==> config.mk <==
export PLATFORM = sky130hd
export DESIGN_NAME = ps2_key_fifo_flat
export DESIGN_NICKNAME = d
export VERILOG_FILES = /design/src/rtl/ps2_key_fifo_if.sv /design/src/rtl/ps2_key_fifo.sv /design/src/flat_wrapper.sv
export SDC_FILE = /design/constraint.sdc
export NUM_CORES = 1
export LEC_CHECK = 0
export CAP_MARGIN = 20
export CORE_ASPECT_RATIO = 0.5
export CORE_MARGIN = 3
export CORE_UTILIZATION = 40
export DETAILED_ROUTE_END_ITERATION = 10
export HOLD_SLACK_MARGIN = 0.1
export PLACE_DENSITY = 0.62
export SYNTH_ARGS = -nofsm -noshare
export SYNTH_HDL_FRONTEND = slang
export SYNTH_SLANG_ARGS = --single-unit
==> constraint.sdc <==
create_clock -name clk -period 6.1 [get_ports clk]
set_input_delay 1.22 -clock clk [delete_from_list [all_inputs] [get_ports clk]]
set_output_delay 1.22 -clock clk [all_outputs]
set_load 0.01 [all_outputs]
==> src/rtl/ps2_key_fifo_if.sv <==
// ----------------------------------------------------------------------------
// ps2_key_fifo_if
//   Bundles the PS/2 pin inputs, the consumer pop request and the FIFO status
//   outputs of ps2_key_fifo.
//   master : drives ps2_clk, ps2_dat and rd_en. Observes the FIFO outputs.
//   slave  : the ps2_key_fifo side. Receives the pins and rd_en, and drives
//            ascii, valid, count, overflow and frame_err.
//   FIFO_DEPTH must match the FIFO_DEPTH of the connected ps2_key_fifo.
// ----------------------------------------------------------------------------
interface ps2_key_fifo_if #(
  parameter int FIFO_DEPTH = 8
);
  localparam int CW = $clog2(FIFO_DEPTH) + 1;

  logic          ps2_clk;    // raw PS/2 clock pin
  logic          ps2_dat;    // raw PS/2 data pin
  logic          rd_en;      // pop request
  logic [7:0]    ascii;      // head entry, 0x00 when empty
  logic          valid;      // FIFO non-empty
  logic [CW-1:0] count;      // occupancy
  logic          overflow;   // sticky key-dropped flag
  logic          frame_err;  // one-cycle frame error / timeout pulse

  modport master (
    output ps2_clk, ps2_dat, rd_en,
    input  ascii, valid, count, overflow, frame_err
  );

  modport slave (
    input  ps2_clk, ps2_dat, rd_en,
    output ascii, valid, count, overflow, frame_err
  );
endinterface

==> src/rtl/ps2_key_fifo.sv <==
// ----------------------------------------------------------------------------
// ps2_key_fifo
//   PS/2 keyboard receiver. Frames are sampled from the raw pins, set-2 make
//   codes for A-Z, 0-9 and space are translated to ASCII and queued in a
//   show-ahead FIFO for the game core. Break (F0) and extended (E0) sequences
//   are swallowed.
//   clk, rst : system clock, asynchronous active-high reset
//   bus      : ps2_key_fifo_if.slave
//              in  ps2_clk, ps2_dat (asynchronous pins), rd_en
//              out ascii, valid, count, overflow, frame_err
// ----------------------------------------------------------------------------
module ps2_key_fifo #(
  parameter int FIFO_DEPTH     = 8,
  parameter int TIMEOUT_CYCLES = 50000
) (
  input  logic          clk,
  input  logic          rst,
  ps2_key_fifo_if.slave bus
);
  localparam int AW = $clog2(FIFO_DEPTH);
  localparam int CW = AW + 1;
  localparam int TW = $clog2(TIMEOUT_CYCLES + 1);

  typedef enum logic [1:0] {S_IDLE, S_DATA, S_PARITY, S_STOP} state_e;

  // Set-2 make code to {hit, ascii}. A miss means the key is not queued.
  function automatic logic [8:0] xlate(input logic [7:0] code);
    case (code)
      8'h1C: return {1'b1, 8'h41};  8'h32: return {1'b1, 8'h42};
      8'h21: return {1'b1, 8'h43};  8'h23: return {1'b1, 8'h44};
      8'h24: return {1'b1, 8'h45};  8'h2B: return {1'b1, 8'h46};
      8'h34: return {1'b1, 8'h47};  8'h33: return {1'b1, 8'h48};
      8'h43: return {1'b1, 8'h49};  8'h3B: return {1'b1, 8'h4A};
      8'h42: return {1'b1, 8'h4B};  8'h4B: return {1'b1, 8'h4C};
      8'h3A: return {1'b1, 8'h4D};  8'h31: return {1'b1, 8'h4E};
      8'h44: return {1'b1, 8'h4F};  8'h4D: return {1'b1, 8'h50};
      8'h15: return {1'b1, 8'h51};  8'h2D: return {1'b1, 8'h52};
      8'h1B: return {1'b1, 8'h53};  8'h2C: return {1'b1, 8'h54};
      8'h3C: return {1'b1, 8'h55};  8'h2A: return {1'b1, 8'h56};
      8'h1D: return {1'b1, 8'h57};  8'h22: return {1'b1, 8'h58};
      8'h35: return {1'b1, 8'h59};  8'h1A: return {1'b1, 8'h5A};
      8'h45: return {1'b1, 8'h30};  8'h16: return {1'b1, 8'h31};
      8'h1E: return {1'b1, 8'h32};  8'h26: return {1'b1, 8'h33};
      8'h25: return {1'b1, 8'h34};  8'h2E: return {1'b1, 8'h35};
      8'h36: return {1'b1, 8'h36};  8'h3D: return {1'b1, 8'h37};
      8'h3E: return {1'b1, 8'h38};  8'h46: return {1'b1, 8'h39};
      8'h29: return {1'b1, 8'h20};
      default: return 9'h000;
    endcase
  endfunction

  // Pin synchronizers and falling-edge history.
  logic clk_s1_q, clk_s2_q, clk_prev_q, dat_s1_q, dat_s2_q;
  logic clk_s1_d, clk_s2_d, clk_prev_d, dat_s1_d, dat_s2_d;

  state_e        state_q, state_d;
  logic [7:0]    shift_q, shift_d;
  logic [2:0]    bitcnt_q, bitcnt_d;
  logic [TW-1:0] tmo_q, tmo_d;
  logic          brk_q, brk_d, ext_q, ext_d;
  logic          push_q, push_d;
  logic [7:0]    push_data_q, push_data_d;
  logic [AW-1:0] wr_ptr_q, wr_ptr_d, rd_ptr_q, rd_ptr_d;
  logic [CW-1:0] count_q, count_d;
  logic          overflow_q, overflow_d;
  logic [7:0]    mem_q [FIFO_DEPTH];

  logic fall, dat, timeout, frame_err, byte_done, pop, full, wr;

  always_comb begin
    clk_s1_d   = bus.ps2_clk;
    clk_s2_d   = clk_s1_q;
    clk_prev_d = clk_s2_q;
    dat_s1_d   = bus.ps2_dat;
    dat_s2_d   = dat_s1_q;
  end

  assign fall = clk_prev_q & ~clk_s2_q;
  assign dat  = dat_s2_q;
  // An edge in the same cycle restarts the count rather than timing out.
  assign timeout = (state_q != S_IDLE) && !fall && (tmo_q == TW'(TIMEOUT_CYCLES - 1));

  // FSM state register.
  always_ff @(posedge clk or posedge rst) begin
    if (rst) state_q <= S_IDLE;
    else     state_q <= state_d;
  end

  // FSM next state plus shift register, bit counter and timeout counter.
  always_comb begin
    // NOTE: every signal assigned in this block gets a default first, so no
    // path leaves a value unassigned and no latch is inferred.
    state_d  = state_q;
    shift_d  = shift_q;
    bitcnt_d = bitcnt_q;
    if (state_q == S_IDLE || fall) tmo_d = '0;
    else                           tmo_d = tmo_q + TW'(1);
    if (fall) begin
      case (state_q)
        S_IDLE: if (!dat) begin
          shift_d  = '0;
          bitcnt_d = '0;
          state_d  = S_DATA;
        end
        S_DATA: begin
          shift_d  = {dat, shift_q[7:1]};
          bitcnt_d = bitcnt_q + 3'd1;
          if (bitcnt_q == 3'd7) state_d = S_PARITY;
        end
        S_PARITY: state_d = (^{shift_q, dat}) ? S_STOP : S_IDLE;
        default:  state_d = S_IDLE;
      endcase
    end
    if (timeout) state_d = S_IDLE;
  end

  // FSM outputs.
  always_comb begin
    frame_err = 1'b0;
    byte_done = 1'b0;
    if (fall) begin
      case (state_q)
        S_IDLE:   frame_err = dat;
        S_PARITY: frame_err = ~(^{shift_q, dat});
        S_STOP: begin
          frame_err = ~dat;
          byte_done = dat;
        end
        default: ;
      endcase
    end
    if (timeout) frame_err = 1'b1;
  end

  // Byte decode: prefix flags and registered translation.
  always_comb begin
    brk_d       = brk_q;
    ext_d       = ext_q;
    push_d      = 1'b0;
    push_data_d = push_data_q;
    if (byte_done) begin
      if (shift_q == 8'hF0)      brk_d = 1'b1;
      else if (shift_q == 8'hE0) ext_d = 1'b1;
      else if (brk_q || ext_q) begin
        brk_d = 1'b0;
        ext_d = 1'b0;
      end else {push_d, push_data_d} = xlate(shift_q);
    end
  end

  // FIFO control. A push into a full FIFO is accepted only alongside a pop.
  always_comb begin
    pop        = bus.rd_en && (count_q != '0);
    full       = (count_q == CW'(FIFO_DEPTH));
    wr         = push_q && (!full || pop);
    overflow_d = overflow_q | (push_q & full & ~pop);
    wr_ptr_d   = wr  ? wr_ptr_q + AW'(1) : wr_ptr_q;
    rd_ptr_d   = pop ? rd_ptr_q + AW'(1) : rd_ptr_q;
    count_d    = count_q;
    if (wr && !pop)      count_d = count_q + CW'(1);
    else if (!wr && pop) count_d = count_q - CW'(1);
  end

  always_ff @(posedge clk or posedge rst) begin
    // NOTE: sequential state uses non-blocking assignments so every flop
    // samples the pre-edge value of the others regardless of statement order.
    if (rst) begin
      clk_s1_q    <= 1'b1;  // idle-high so reset release cannot fake an edge
      clk_s2_q    <= 1'b1;
      clk_prev_q  <= 1'b1;
      dat_s1_q    <= 1'b1;
      dat_s2_q    <= 1'b1;
      shift_q     <= '0;
      bitcnt_q    <= '0;
      tmo_q       <= '0;
      brk_q       <= 1'b0;
      ext_q       <= 1'b0;
      push_q      <= 1'b0;
      push_data_q <= '0;
      wr_ptr_q    <= '0;
      rd_ptr_q    <= '0;
      count_q     <= '0;
      overflow_q  <= 1'b0;
    end else begin
      clk_s1_q    <= clk_s1_d;
      clk_s2_q    <= clk_s2_d;
      clk_prev_q  <= clk_prev_d;
      dat_s1_q    <= dat_s1_d;
      dat_s2_q    <= dat_s2_d;
      shift_q     <= shift_d;
      bitcnt_q    <= bitcnt_d;
      tmo_q       <= tmo_d;
      brk_q       <= brk_d;
      ext_q       <= ext_d;
      push_q      <= push_d;
      push_data_q <= push_data_d;
      wr_ptr_q    <= wr_ptr_d;
      rd_ptr_q    <= rd_ptr_d;
      count_q     <= count_d;
      overflow_q  <= overflow_d;
    end
  end

  // NOTE: the storage array has no reset; count and the pointers decide which
  // entries are live, and ascii is forced to 0 while empty.
  always_ff @(posedge clk) begin
    if (wr) mem_q[wr_ptr_q] <= push_data_q;
  end

  assign bus.valid     = (count_q != '0);
  assign bus.ascii     = bus.valid ? mem_q[rd_ptr_q] : 8'h00;
  assign bus.count     = count_q;
  assign bus.overflow  = overflow_q;
  assign bus.frame_err = frame_err;
endmodule

==> src/flat_wrapper.sv <==
// flat-port wrapper written by rule: the top's interface ports become plain ports
module ps2_key_fifo_flat 
#(
  parameter int FIFO_DEPTH     = 8,
  parameter int TIMEOUT_CYCLES = 50000
)
  (clk, rst, bus_ps2_clk, bus_ps2_dat, bus_rd_en, bus_ascii, bus_valid, bus_count, bus_overflow, bus_frame_err);
  ps2_key_fifo_if #(.FIFO_DEPTH(FIFO_DEPTH)) bus_i ();
  input  logic clk;
  input  logic rst;
  input wire logic [$bits(bus_i.ps2_clk)-1:0] bus_ps2_clk;
  input wire logic [$bits(bus_i.ps2_dat)-1:0] bus_ps2_dat;
  input wire logic [$bits(bus_i.rd_en)-1:0] bus_rd_en;
  output wire logic [$bits(bus_i.ascii)-1:0] bus_ascii;
  output wire logic [$bits(bus_i.valid)-1:0] bus_valid;
  output wire logic [$bits(bus_i.count)-1:0] bus_count;
  output wire logic [$bits(bus_i.overflow)-1:0] bus_overflow;
  output wire logic [$bits(bus_i.frame_err)-1:0] bus_frame_err;
  assign bus_i.ps2_clk = bus_ps2_clk;
  assign bus_i.ps2_dat = bus_ps2_dat;
  assign bus_i.rd_en = bus_rd_en;
  assign bus_ascii = bus_i.ascii;
  assign bus_valid = bus_i.valid;
  assign bus_count = bus_i.count;
  assign bus_overflow = bus_i.overflow;
  assign bus_frame_err = bus_i.frame_err;
  ps2_key_fifo #(.FIFO_DEPTH(FIFO_DEPTH), .TIMEOUT_CYCLES(TIMEOUT_CYCLES)) u_core (.clk(clk), .rst(rst), .bus(bus_i));
endmodule
==> results.yml <==
power_and_ir_drop:
  power_frac_clock: 0.234
  p_int_uw: 1570
  seqPwrFrac: 0.423
  p_comb_frac: 0.342
  netSwitchingFraction: 0.374
  vdd_drop_max_uv: 170
  p_sw_uw: 938
  leakagePower_uw: 0.00227
  p_total_uw: 2510
  powerDensity_nw_per_um2: 411
setup_path:
  critPathBufInv: 2
  worstSetupPathType: "reg2out"
  crit_path_top_delay_cell: "dfrtp_1"
  end_kind: "output port"
  cpLargestDelayFamily: "buffers and inverters"
  cp_data_required_time_ns: 4.88
  cpMostUsedCell: "xnor2_1"
  cp_max_fo: 17
  reg2reg_depth: 7
  startpoint_type: "register"
  path_cells: "inv_1, ha_1, xor2_1, xnor2_1, xnor2_1, nor2_1, o21ai_0, clkdlybuf4s50_1"
  slowest_delay_ns: 0.68
  crit_cells: 8
  arrival_ns: 3.07
placement:
  place_hpwl_mm: 6.99
  port_buffers: 18
  dp.cells: 630
  place.gp.congestion: 0.897
route:
  antenna_left: 0
  post_drt_wl_per_cell_um: 16.8
  wirelength_mm: 10.8
  dr.pass1.iters: 4
  via_count: 3520
  avgViaCountPerCell: 5.45
  drcViolationCount: 0
  drt_iter0_markers: 237
timing:
  fin_crit_sh: 0.703
  max_freq_ghz: 0.233
  rsz0062_at_grt: "no"
  drv_slew: 0
  holdWs_ns: 0.358
  slew_headroom: 0.363
  worstMarginPinSlew_ns: 0.956
  setup_viol: 0
  fin_skew_ns: 0.00836
  min_period_ns: 4.29
  tns_ns: 0
  hold_viol: 0
clock_network:
  ctsResizeCount: 0
  clk_pin_slew_ns: 0.08
  ctsHtreeMaxLevel: 3
  cts_tree: "done"
  post_cts_buffers: 0
  cts.sinks: 111
  clockRootBuffer: "clkbuf_16"
  ctsHoldBuffers: 0
  cts_buffer_depth: 2
  clock_latency_ns: 0.35
  cts_buffers: 9
synthesis:
  synth_top_area_frac: 0.307
  synth_area_per_cell_um2: 11.8
  syn-cell-area_um2: 5480
  synth-main-ff-cell: "edfxtp_1"
  yosysSeqAreaShare: 0.560
  yosysTopAreaCell: "edfxtp_1"
  yosys.cell_types.count: 62
  ys_ff_latch: 111
  syn-num-nets: 485
  synth_commonest_cells: "56 x edfxtp_1, 51 x nor2_1, 50 x dfrtp_1"
  synth-warning-count: 0
  synth.most_common_cell: "edfxtp_1"
  synth_area_leaders: "edfxtp_1 31%, dfrtp_1 23%, mux4_2 5.8%, nor2_1 3.5%, ha_1 3.4%"
  async_reset_ff_frac: 0.495
  synth_edf_count: 56
  synth_cells: 464
finish:
  n_antenna_cell: 0
  instances_no_fill: 646
  area_growth_pct: 11.5
  sequential_cell_area_um2: 3060
  drive_gt1_frac: 0.116
  multi_input_area_um2: 2240
  fin_nets: 492
  fill_cells: 1171
hold_path:
  hold_path.class: "reg2reg"
  holdPathStages: 0
die:
  core_area_um2: 13000
  rows: 29
  die_h_um: 88.7
  io_pins: 20
  dieArea_um2: 15200
  start_util: 0.420
  die_w_um: 171
global_route:
  grt_max_degree: 56
  grt_pass1_wl_mm: 17.9
  grt_pass1_vias: 3373
  grt_use_total: 0.152
  antenna_found_initial: 0
  overflow: 0
run:
  max-cap-violations: 0
run_status:
  outcome: "finished clean"
## cell type report
type	instances	share of cell area
timing repair buffer	26	0.0394
sequential	111	0.502
multi-input combinational	309	0.367
clock inverter	7	0.0115
inverter	14	0.00861
tap	170	0.0348
clock buffer	9	0.0369
## through the flow
stage,worst slack [ns],area [µm²],utilization
after floorplan,2.84,5480,-
after global placement,2.25,5810,0.446
after detailed placement,2.25,5810,0.446
after CTS,1.83,6100,0.469
after global routing,1.62,6100,0.469
final,1.81,6100,0.469
## registers in the layout, indices dropped and copies added, names as in the netlist
register / cells
u_core.push_data_q: 7
u_core.clk_prev_q: 1
u_core.dat: 1
u_core.state_q: 2
u_core.bus.count: 4
u_core.clk_s1_q: 1
u_core.bitcnt_q: 3
u_core.wr_ptr_q: 3
u_core.tmo_q: 16
u_core.ext_q: 1
u_core.dat_s1_q: 1
u_core.clk_prev_d: 1
u_core.shift_q: 8
u_core.mem_q: 56
u_core.rd_ptr_q: 3
u_core.push_q: 1
u_core.brk_q: 1
u_core.bus.overflow: 1
## power by group through the flow
stage               Clock [µW]  Sequential, µW  Combinational, µW
global route               633            1090                949
floorplan                    0             942                735
detailed placement           0            1080                850
global placement             0            1070                848
finish                     588            1060                859
CTS                        603            1060                855
## cells by family (layout without fill, tap and decap cells)
kind of cell / after synthesis / in the layout / share of synthesized area
AND/OR/NAND/NOR: 145 / 145 / 0.129
flip-flops: 111 / 111 / 0.560
AO/OA/AOI/OAI: 89 / 89 / 0.108
buffers and inverters: 44 / 56 / 0.0324
multiplexers: 30 / 30 / 0.0880
XOR/XNOR: 28 / 28 / 0.0448
adder cells (fa/ha/maj): 16 / 16 / 0.0379
other: 1 / 1 / 0.000685
## per-layer routing
metal / vias up / GRT usage / part of all wire / routed length [µm]
met5: - / 0 / 0 / 0
met2: 63 / 0.230 / 0.44 / 4820
met4: 0 / 0.0336 / 0.0080 / 87
li1: 1712 / - / - / -
met3: 9 / 0.0388 / 0.041 / 448
met1: 1736 / 0.222 / 0.51 / 5480
## path summary, 6_finish.rpt
kind	start	end	slack, ns
setup / recovery	u_core.shift_q[1]$_DFFE_PP0P_	bus_frame_err	1.81
hold / removal	u_core.dat_s1_q$_DFF_PP1_	u_core.dat$_DFF_PP1_	0.36
setup reg to reg	u_core.shift_q[1]$_DFFE_PP0P_	u_core.push_q$_DFF_PP0_	3.51
hold reg to reg	u_core.dat_s1_q$_DFF_PP1_	u_core.dat$_DFF_PP1_	0.36
max in group asynchronous	rst	u_core.shift_q[2]$_DFFE_PP0P_	4.27
min in group asynchronous	rst	u_core.rd_ptr_q[0]$_DFFE_PP0N_	1.38
## layout by cell type, fill, tap and decap left out, types with 12 or more instances in the layout
cell              n
edfxtp_1         56
nor2_1           51
dfrtp_1          50
nand2_1          30
o21ai_0          23
a21oi_1          20
xnor2_1          18
clkdlybuf4s50_1  18
ha_1             15
mux4_2           14
inv_1            12
Power figures use the tool's default switching activity.
